### src/rtl/aes_load_sequencer_if.sv
// Word streams between the SoC bus shim and aes_load_sequencer.
// The master modport is the sequencer's side; the slave modport is the shim's side.
interface aes_load_sequencer_if;
    logic [31:0] s_data;
    logic        s_tag;
    logic        s_valid;
    logic        s_ready;
    logic [31:0] m_data;
    logic        m_valid;
    logic        m_last;
    logic        m_ready;

    modport master (
        input  s_data, s_tag, s_valid, m_ready,
        output s_ready, m_data, m_valid, m_last
    );

    modport slave (
        output s_data, s_tag, s_valid, m_ready,
        input  s_ready, m_data, m_valid, m_last
    );
endinterface

### src/rtl/aes_load_sequencer.sv
// Word-serial front end for aes_cipher_top: assembles key/plaintext words, launches
// the core, waits for done with a timeout and streams the ciphertext back out.
module aes_load_sequencer #(
    parameter int DONE_TIMEOUT = 32
) (
    input  logic                 clk,
    input  logic                 rst,
    aes_load_sequencer_if.master bus,
    output logic                 ld,
    output logic [127:0]         key,
    output logic [127:0]         text_in,
    input  logic                 done,
    input  logic [127:0]         text_out,
    output logic                 key_valid,
    output logic                 busy,
    output logic                 err_proto,
    output logic                 err_nokey,
    output logic                 err_timeout
);

    localparam logic [1:0] IDLE   = 2'd0;
    localparam logic [1:0] LAUNCH = 2'd1;
    localparam logic [1:0] WAIT   = 2'd2;
    localparam logic [1:0] DRAIN  = 2'd3;

    localparam logic [7:0] TMO_LAST = 8'(DONE_TIMEOUT - 1);

    logic [1:0]   state;
    logic [1:0]   state_next;
    logic [1:0]   wcnt;
    logic [1:0]   slot;
    logic [1:0]   ocnt;
    logic         blk_tag;
    logic         s_ready_q;
    logic         accept;
    logic         tag_switch;
    logic         blk_done;
    logic         m_fire;
    logic [7:0]   tcnt;
    logic [127:0] obuf;

    function automatic logic [127:0] insert_word(input logic [127:0] r,
                                                 input logic [1:0]   s,
                                                 input logic [31:0]  w);
        logic [127:0] v;
        v = r;
        case (s)
            2'd0:    v[127:96] = w;
            2'd1:    v[95:64]  = w;
            2'd2:    v[63:32]  = w;
            default: v[31:0]   = w;
        endcase
        return v;
    endfunction

    // A tag change mid-block restarts assembly, so the offending word lands in slot 0.
    assign accept     = bus.s_valid && s_ready_q && (state == IDLE);
    assign tag_switch = (wcnt != 2'd0) && (bus.s_tag != blk_tag);
    assign slot       = tag_switch ? 2'd0 : wcnt;
    assign blk_done   = accept && (slot == 2'd3);
    assign m_fire     = (state == DRAIN) && bus.m_ready;

    always_comb begin
        state_next = state;
        case (state)
            IDLE:    if (blk_done && !bus.s_tag && key_valid) state_next = LAUNCH;
            LAUNCH:  state_next = WAIT;
            WAIT: begin
                if (done)                   state_next = DRAIN;
                else if (tcnt == TMO_LAST)  state_next = IDLE;
            end
            DRAIN:   if (m_fire && (ocnt == 2'd3)) state_next = IDLE;
            default: state_next = IDLE;
        endcase
    end

    always_ff @(posedge clk or negedge rst) begin
        if (!rst) begin
            state       <= IDLE;
            s_ready_q   <= 1'b0;
            wcnt        <= 2'd0;
            blk_tag     <= 1'b0;
            key_valid   <= 1'b0;
            err_proto   <= 1'b0;
            err_nokey   <= 1'b0;
            err_timeout <= 1'b0;
            tcnt        <= 8'd0;
            ocnt        <= 2'd0;
            obuf        <= '0;
        end else begin
            state     <= state_next;
            s_ready_q <= (state_next == IDLE);

            if (accept) begin
                if (tag_switch) begin
                    err_proto <= 1'b1;
                    if (blk_tag) key_valid <= 1'b0;
                end
                if (slot == 2'd0) blk_tag <= bus.s_tag;
                if (blk_done) begin
                    wcnt <= 2'd0;
                    if (bus.s_tag)       key_valid <= 1'b1;
                    else if (!key_valid) err_nokey <= 1'b1;
                end else begin
                    wcnt <= slot + 2'd1;
                end
            end

            // The timeout counter only runs while waiting on the core.
            if (state != WAIT) tcnt <= 8'd0;
            else               tcnt <= tcnt + 8'd1;

            if ((state == WAIT) && !done && (tcnt == TMO_LAST)) err_timeout <= 1'b1;
            if ((state == WAIT) && done) obuf <= text_out;
            if (m_fire) ocnt <= ocnt + 2'd1;
        end
    end

    // Key and plaintext are only written in IDLE, so they hold steady for the core.
    always_ff @(posedge clk or negedge rst) begin
        if (!rst) begin
            key     <= '0;
            text_in <= '0;
        end else if (accept) begin
            if (bus.s_tag) key     <= insert_word(key, slot, bus.s_data);
            else           text_in <= insert_word(text_in, slot, bus.s_data);
        end
    end

    always_comb begin
        bus.m_data = obuf[127:96];
        case (ocnt)
            2'd0:    bus.m_data = obuf[127:96];
            2'd1:    bus.m_data = obuf[95:64];
            2'd2:    bus.m_data = obuf[63:32];
            default: bus.m_data = obuf[31:0];
        endcase
    end

    assign bus.s_ready = s_ready_q;
    assign bus.m_valid = (state == DRAIN);
    assign bus.m_last  = (state == DRAIN) && (ocnt == 2'd3);
    assign ld          = (state == LAUNCH);
    assign busy        = (state != IDLE);

endmodule

### src/flat_wrapper.sv
// flat-port wrapper written by rule: the top's interface ports become plain ports
module aes_load_sequencer_flat 
#(
    parameter int DONE_TIMEOUT = 32
)
  (clk, rst, ld, key, text_in, done, text_out, key_valid, busy, err_proto, err_nokey, err_timeout, bus_s_data, bus_s_tag, bus_s_valid, bus_m_ready, bus_s_ready, bus_m_data, bus_m_valid, bus_m_last);
  aes_load_sequencer_if bus_i ();
  input  logic clk;
  input  logic rst;
  output logic ld;
  output logic [127:0] key;
  output logic [127:0] text_in;
  input  logic done;
  input  logic [127:0] text_out;
  output logic key_valid;
  output logic busy;
  output logic err_proto;
  output logic err_nokey;
  output logic err_timeout;
  input wire logic [$bits(bus_i.s_data)-1:0] bus_s_data;
  input wire logic [$bits(bus_i.s_tag)-1:0] bus_s_tag;
  input wire logic [$bits(bus_i.s_valid)-1:0] bus_s_valid;
  input wire logic [$bits(bus_i.m_ready)-1:0] bus_m_ready;
  output wire logic [$bits(bus_i.s_ready)-1:0] bus_s_ready;
  output wire logic [$bits(bus_i.m_data)-1:0] bus_m_data;
  output wire logic [$bits(bus_i.m_valid)-1:0] bus_m_valid;
  output wire logic [$bits(bus_i.m_last)-1:0] bus_m_last;
  assign bus_i.s_data = bus_s_data;
  assign bus_i.s_tag = bus_s_tag;
  assign bus_i.s_valid = bus_s_valid;
  assign bus_i.m_ready = bus_m_ready;
  assign bus_s_ready = bus_i.s_ready;
  assign bus_m_data = bus_i.m_data;
  assign bus_m_valid = bus_i.m_valid;
  assign bus_m_last = bus_i.m_last;
  aes_load_sequencer #(.DONE_TIMEOUT(DONE_TIMEOUT)) u_core (.clk(clk), .rst(rst), .bus(bus_i), .ld(ld), .key(key), .text_in(text_in), .done(done), .text_out(text_out), .key_valid(key_valid), .busy(busy), .err_proto(err_proto), .err_nokey(err_nokey), .err_timeout(err_timeout));
endmodule
### config.mk
export PLATFORM = sky130hd
export DESIGN_NAME = aes_load_sequencer_flat
export DESIGN_NICKNAME = d
export VERILOG_FILES = /design/src/rtl/aes_load_sequencer_if.sv /design/src/rtl/aes_load_sequencer.sv /design/src/flat_wrapper.sv
export SDC_FILE = /design/constraint.sdc
export NUM_CORES = 1
export LEC_CHECK = 0
export ABC_AREA = 0
export CAP_MARGIN = 20
export CORE_UTILIZATION = 45
export CTS_BUF_LIST = sky130_fd_sc_hd__clkbuf_16
export CTS_CLUSTER_SIZE = 16
export DETAILED_ROUTE_END_ITERATION = 10
export GPL_TIMING_DRIVEN = 1
export PLACE_DENSITY = 0.76
export SLEW_MARGIN = 20
export SYNTH_ARGS = -nofsm -noshare
export SYNTH_HDL_FRONTEND = slang
export SYNTH_SLANG_ARGS = --single-unit
### constraint.sdc
create_clock -name clk -period 3.25 [get_ports clk]
set_input_delay 0.65 -clock clk [delete_from_list [all_inputs] [get_ports clk]]
set_output_delay 0.65 -clock clk [all_outputs]
set_load 0.01 [all_outputs]
* Yosys cells after proc, flatten, opt, wreduce, memory -nomap -nowiden
Cells that the tools add are included.
W data, S select, Z words.
** Word-level totals
- Flip-flop bits (word level) :: 404
- Output and inout port bits :: 297
- Bits of input ports :: 166
** Cells by class
- Bitwise logic cells :: 3
- Reductions and logical operators :: 32
- Equality and inequality tests :: 12
- Mux-type cells :: 13
- $add $sub $neg :: 3
** Operator list (count)
- $pmux W32 S3 :: 1
- $reduce_and A3 Y1 :: 8
- $eq A2 B2 Y1 const B :: 6
- $logic_and A1 B1 Y1 :: 12
- $mux W2 :: 6
- $add A8 B1 Y8 const B :: 1
- $eq A8 B5 Y1 const B :: 1
- $logic_not A2 Y1 :: 4
- $mux W8 :: 1
- $pmux W2 S4 :: 1
- $eq A2 B1 Y1 const B :: 3
- $add A2 B1 Y2 const B :: 2
- $mux W1 :: 4
- $reduce_and A2 Y1 :: 2
- $reduce_and A4 Y1 :: 1
- $reduce_bool A2 Y1 :: 2
- $not A1 Y1 :: 3
- $reduce_or A3 Y1 :: 1
- $logic_not A1 Y1 :: 2
- $ne A2 B2 Y1 const B :: 1
- $ne A1 B1 Y1 :: 1

* Depth between registers and ports, before layout
- Depth after elaboration :: 10
- Depth in mapped cells :: 8
- Gate-level depth less buffers :: 7

* Worst setup path after synthesis
No wires, ideal clock.
- Path kind :: register to output
- Start :: register u_core.ocnt[0]
- End :: output bus_m_data[13]
- Arrival :: 1555 ps
- Required time :: 2600 ps
- Cell stages (with the launch flop) :: 5
- Setup slack :: 1045 ps
- Cells stage by stage :: dfrtp_1 > ha_1 > clkbuf_1 > clkbuf_1 > mux2i_1
** On the way
- Longest elaborated chain between the ends :: 2
- Elaborated cells on any way between the ends :: 4
** RTL lines
- from (decl) :: line aes_load_sequencer.sv:32 : logic [1:0] ocnt;
- from (signal assigned) :: line aes_load_sequencer.sv:115 : if (m_fire) ocnt <= ocnt + 2'd1;
- $eq A2 B2 Y1, or another cell as far along :: line aes_load_sequencer.sv:132 : case (ocnt)
- $pmux W32 S3 * :: line aes_load_sequencer.sv:132
- to (decl) :: line flat_wrapper.sv:25 : output wire logic [$bits(bus_i.m_data)-1:0] bus_m_data;
Every way passes the cells marked *; elsewhere a longest branch is shown, timed or not.

* Worst setup path in the final report
- Start :: register u_core.ocnt[0]
- End :: output bus_m_data[24]
The elaborated chain is that of the path after synthesis.

==> results.sh <==
export IMPL_status="finished clean"
export IMPL_ys_seq_elements=404
export IMPL_path_cells="inv_1, ha_1, buf_12, a222oi_1, mux2i_1, clkdlybuf4s50_1"
export IMPL_grt_pass1_wl_mm=68.6
export IMPL_critical_path_class="reg2out"
export IMPL_antenna_found_initial=1
export IMPL_cp_data_arrival_time_ps=2470
export IMPL_io_pin_count=463
export IMPL_postSynthCellCount=1023
export IMPL_globalplace_congestion=0.825
export IMPL_vias_per_cell=5.25
export IMPL_cp_max_fo=32
export IMPL_multi_input_area_um2=5620
export IMPL_io_buffer_count=462
export IMPL_clock_sinks=404
export IMPL_cap_violations=0
export IMPL_synth_area_per_cell_um2=15.9
export IMPL_clock_latency_ps=580
export IMPL_synth_ff_type="dfrtp_1"
export IMPL_tightest_slew_ps=769
export IMPL_vias=10511
export IMPL_slew_violations=0
export IMPL_tns_ps=0
export IMPL_netlist_area_um2=16300
export IMPL_layout_drive_gt1_share=0.320
export IMPL_initial_core_util=0.457
export IMPL_fin_nets=1686
export IMPL_ir_worst_vdd_v=0.000650
export IMPL_period_minus_slack_ps=3120
export IMPL_hold_ws_ps=21.8
export IMPL_cp_end_kind="output pin"
export IMPL_crit_path_start="u_core.ocnt[0]"
export IMPL_worst_ep_required_time_ps=2600
export IMPL_cts_buffers_inserted=43
export IMPL_syn_nets=1199
export IMPL_drt_iter0_drc=420
export IMPL_ys_async_sr_fraction=1.00
export IMPL_grt_util_all_layers=0.248
export IMPL_cts_hold_buffers_added=0
export IMPL_dieArea_um2=36900
export IMPL_hold_path_class="in2async"
export IMPL_grt_max_degree=83
export IMPL_drc=0
export IMPL_crit_buf_inv=3
export IMPL_regToRegStartpoint="u_core.blk_tag"
export IMPL_start_kind="register"
export IMPL_fp_dieW_um=192
export IMPL_yosysUniqueCellTypes=37
export IMPL_die_h_um=192
export IMPL_mostFrequentLayoutCell="clkdlybuf4s50_1"
export IMPL_slowest_stage="clkdlybuf4s50_1"
export IMPL_min_period_over_period=0.959
export IMPL_p_leak_nw=10.3
export IMPL_drtPass1Iterations=5
export IMPL_path_delay_family="buffers and inverters"
export IMPL_coreArea_um2=35600
export IMPL_powerDensity_nw_per_um2=1030
export IMPL_num_rows=69
export IMPL_clkTransAtPathRegs_ps=60
export IMPL_final_cell_mix="clkdlybuf4s50_1, dfrtp_1, mux2_2"
export IMPL_rsz0062_at_grt="false"
export IMPL_setup_viol=0
export IMPL_ys_seq_area_frac=0.622
export IMPL_max_freq_mhz=321
export IMPL_gr_total_overflow=0
export IMPL_slew_headroom=0.487
export IMPL_skew_ps=22.4
export IMPL_cp_slowest_stage_delay_ps=500
export IMPL_ys_warn_count=0
export IMPL_post_drt_wl_per_cell_um=23.0
export IMPL_clk_path_buf_depth=3
export IMPL_syn_to_final_growth_pct=41.0
export IMPL_grt_pass1_vias=11431
export IMPL_seq_area_um2=10100
export IMPL_dp_hpwl_mm=32.2
export IMPL_clock_root_buffer="clkbuf_16"
export IMPL_hold_viol=0
export IMPL_route_antenna_remaining_nets=0
export IMPL_cts_tree="yes"
export IMPL_nFillCells=2617
export IMPL_finalWirelength_mm=46.0
export IMPL_ctsHtreeMaxLevel=2
export IMPL_synth_edff_count=0
repair_timing:
item	CTS	global route
resized for setup	1	10
pin swaps	0	7
setup endpoints to repair	1	22
buffers inserted	0	1
where the power goes:
part	switching (mW)	internal, mW	leakage (nW)
logic	4.07	6.05	4.60
registers	1.35	7.45	5.01
clock network	2.02	2.66	0.680
state kept, by name (all words and copies together) (netlist names), 2 cells and up:
signal,cells
u_core.wcnt,2
u_core.obuf,128
u_core.state,2
u_core.key,128
u_core.ocnt,2
u_core.tcnt,8
u_core.text_in,128
final cells by class:
class | count | share of cell area
timing repair buffer | 497 | 0.223
clock buffer | 43 | 0.0470
antenna | 1 | 0.000109
clock inverter | 33 | 0.0114
tap | 461 | 0.0252
sequential | 404 | 0.441
multi-input combinational | 526 | 0.245
inverter | 38 | 0.00622
logic make-up after synthesis:
kind of cell / share of synthesized area
buf+inv: 0.0334
simple gates: 0.0190
mux: 0.290
flops: 0.622
xor+xnor: 0.00431
fa+ha+maj: 0.00770
compound gates: 0.0236
layer usage:
metal / GRT usage / vias up / wire, um
met5: 0 / - / 0
met4: 0.106 / 0 / 1610
met3: 0.0828 / 88 / 4200
met2: 0.403 / 388 / 22000
met1: 0.301 / 5404 / 18200
li1: - / 4631 / -
Yosys cell counts, types with 4 or more instances:
| master | count | area, um^2 |
|---|---|---|
| buf_2 | 17 | 85.1 |
| mux2_2 | 372 | 4190 |
| mux2i_1 | 32 | 320 |
| inv_1 | 38 | 143 |
| nand2_4 | 6 | 67.6 |
| dfrtp_1 | 404 | 10100 |
| clkbuf_1 | 13 | 48.8 |
| a222oi_1 | 32 | 320 |
| o21ai_0 | 4 | 20.0 |
| and2_1 | 5 | 31.3 |
| ha_1 | 10 | 125 |
| mux2_4 | 13 | 195 |
| nor2_1 | 9 | 33.8 |
| nand2_1 | 8 | 30.0 |
| buf_6 | 23 | 259 |
| xor2_1 | 5 | 43.8 |
per-stage QoR:
step	worst slack, ps	std cells	power, mW	util	cell area (um^2)
floorplan	1040	1023	13.1	-	16300
global placement	351	1925	18.7	0.606	21500
finish	132	2003	23.6	0.644	22900
CTS	24.5	2001	23.8	0.643	22900
global route	14.8	2003	24.8	0.644	22900
detailed placement	238	1925	19.0	0.606	21500
path summary, 6_finish.rpt:
kind                                       end  slack (ps)  cells after the start
max                             bus_m_data[24]         130                      6
min                           u_core.obuf[122]          20                      1
max reg2reg                u_core.text_in[101]        1030                      6
min reg2reg                   u_core.err_nokey         480                      1
max in group asynchronous   u_core.text_in[12]        2120                      2
min in group clk              u_core.err_nokey         480                      1
Power figures use the tool's default switching activity.
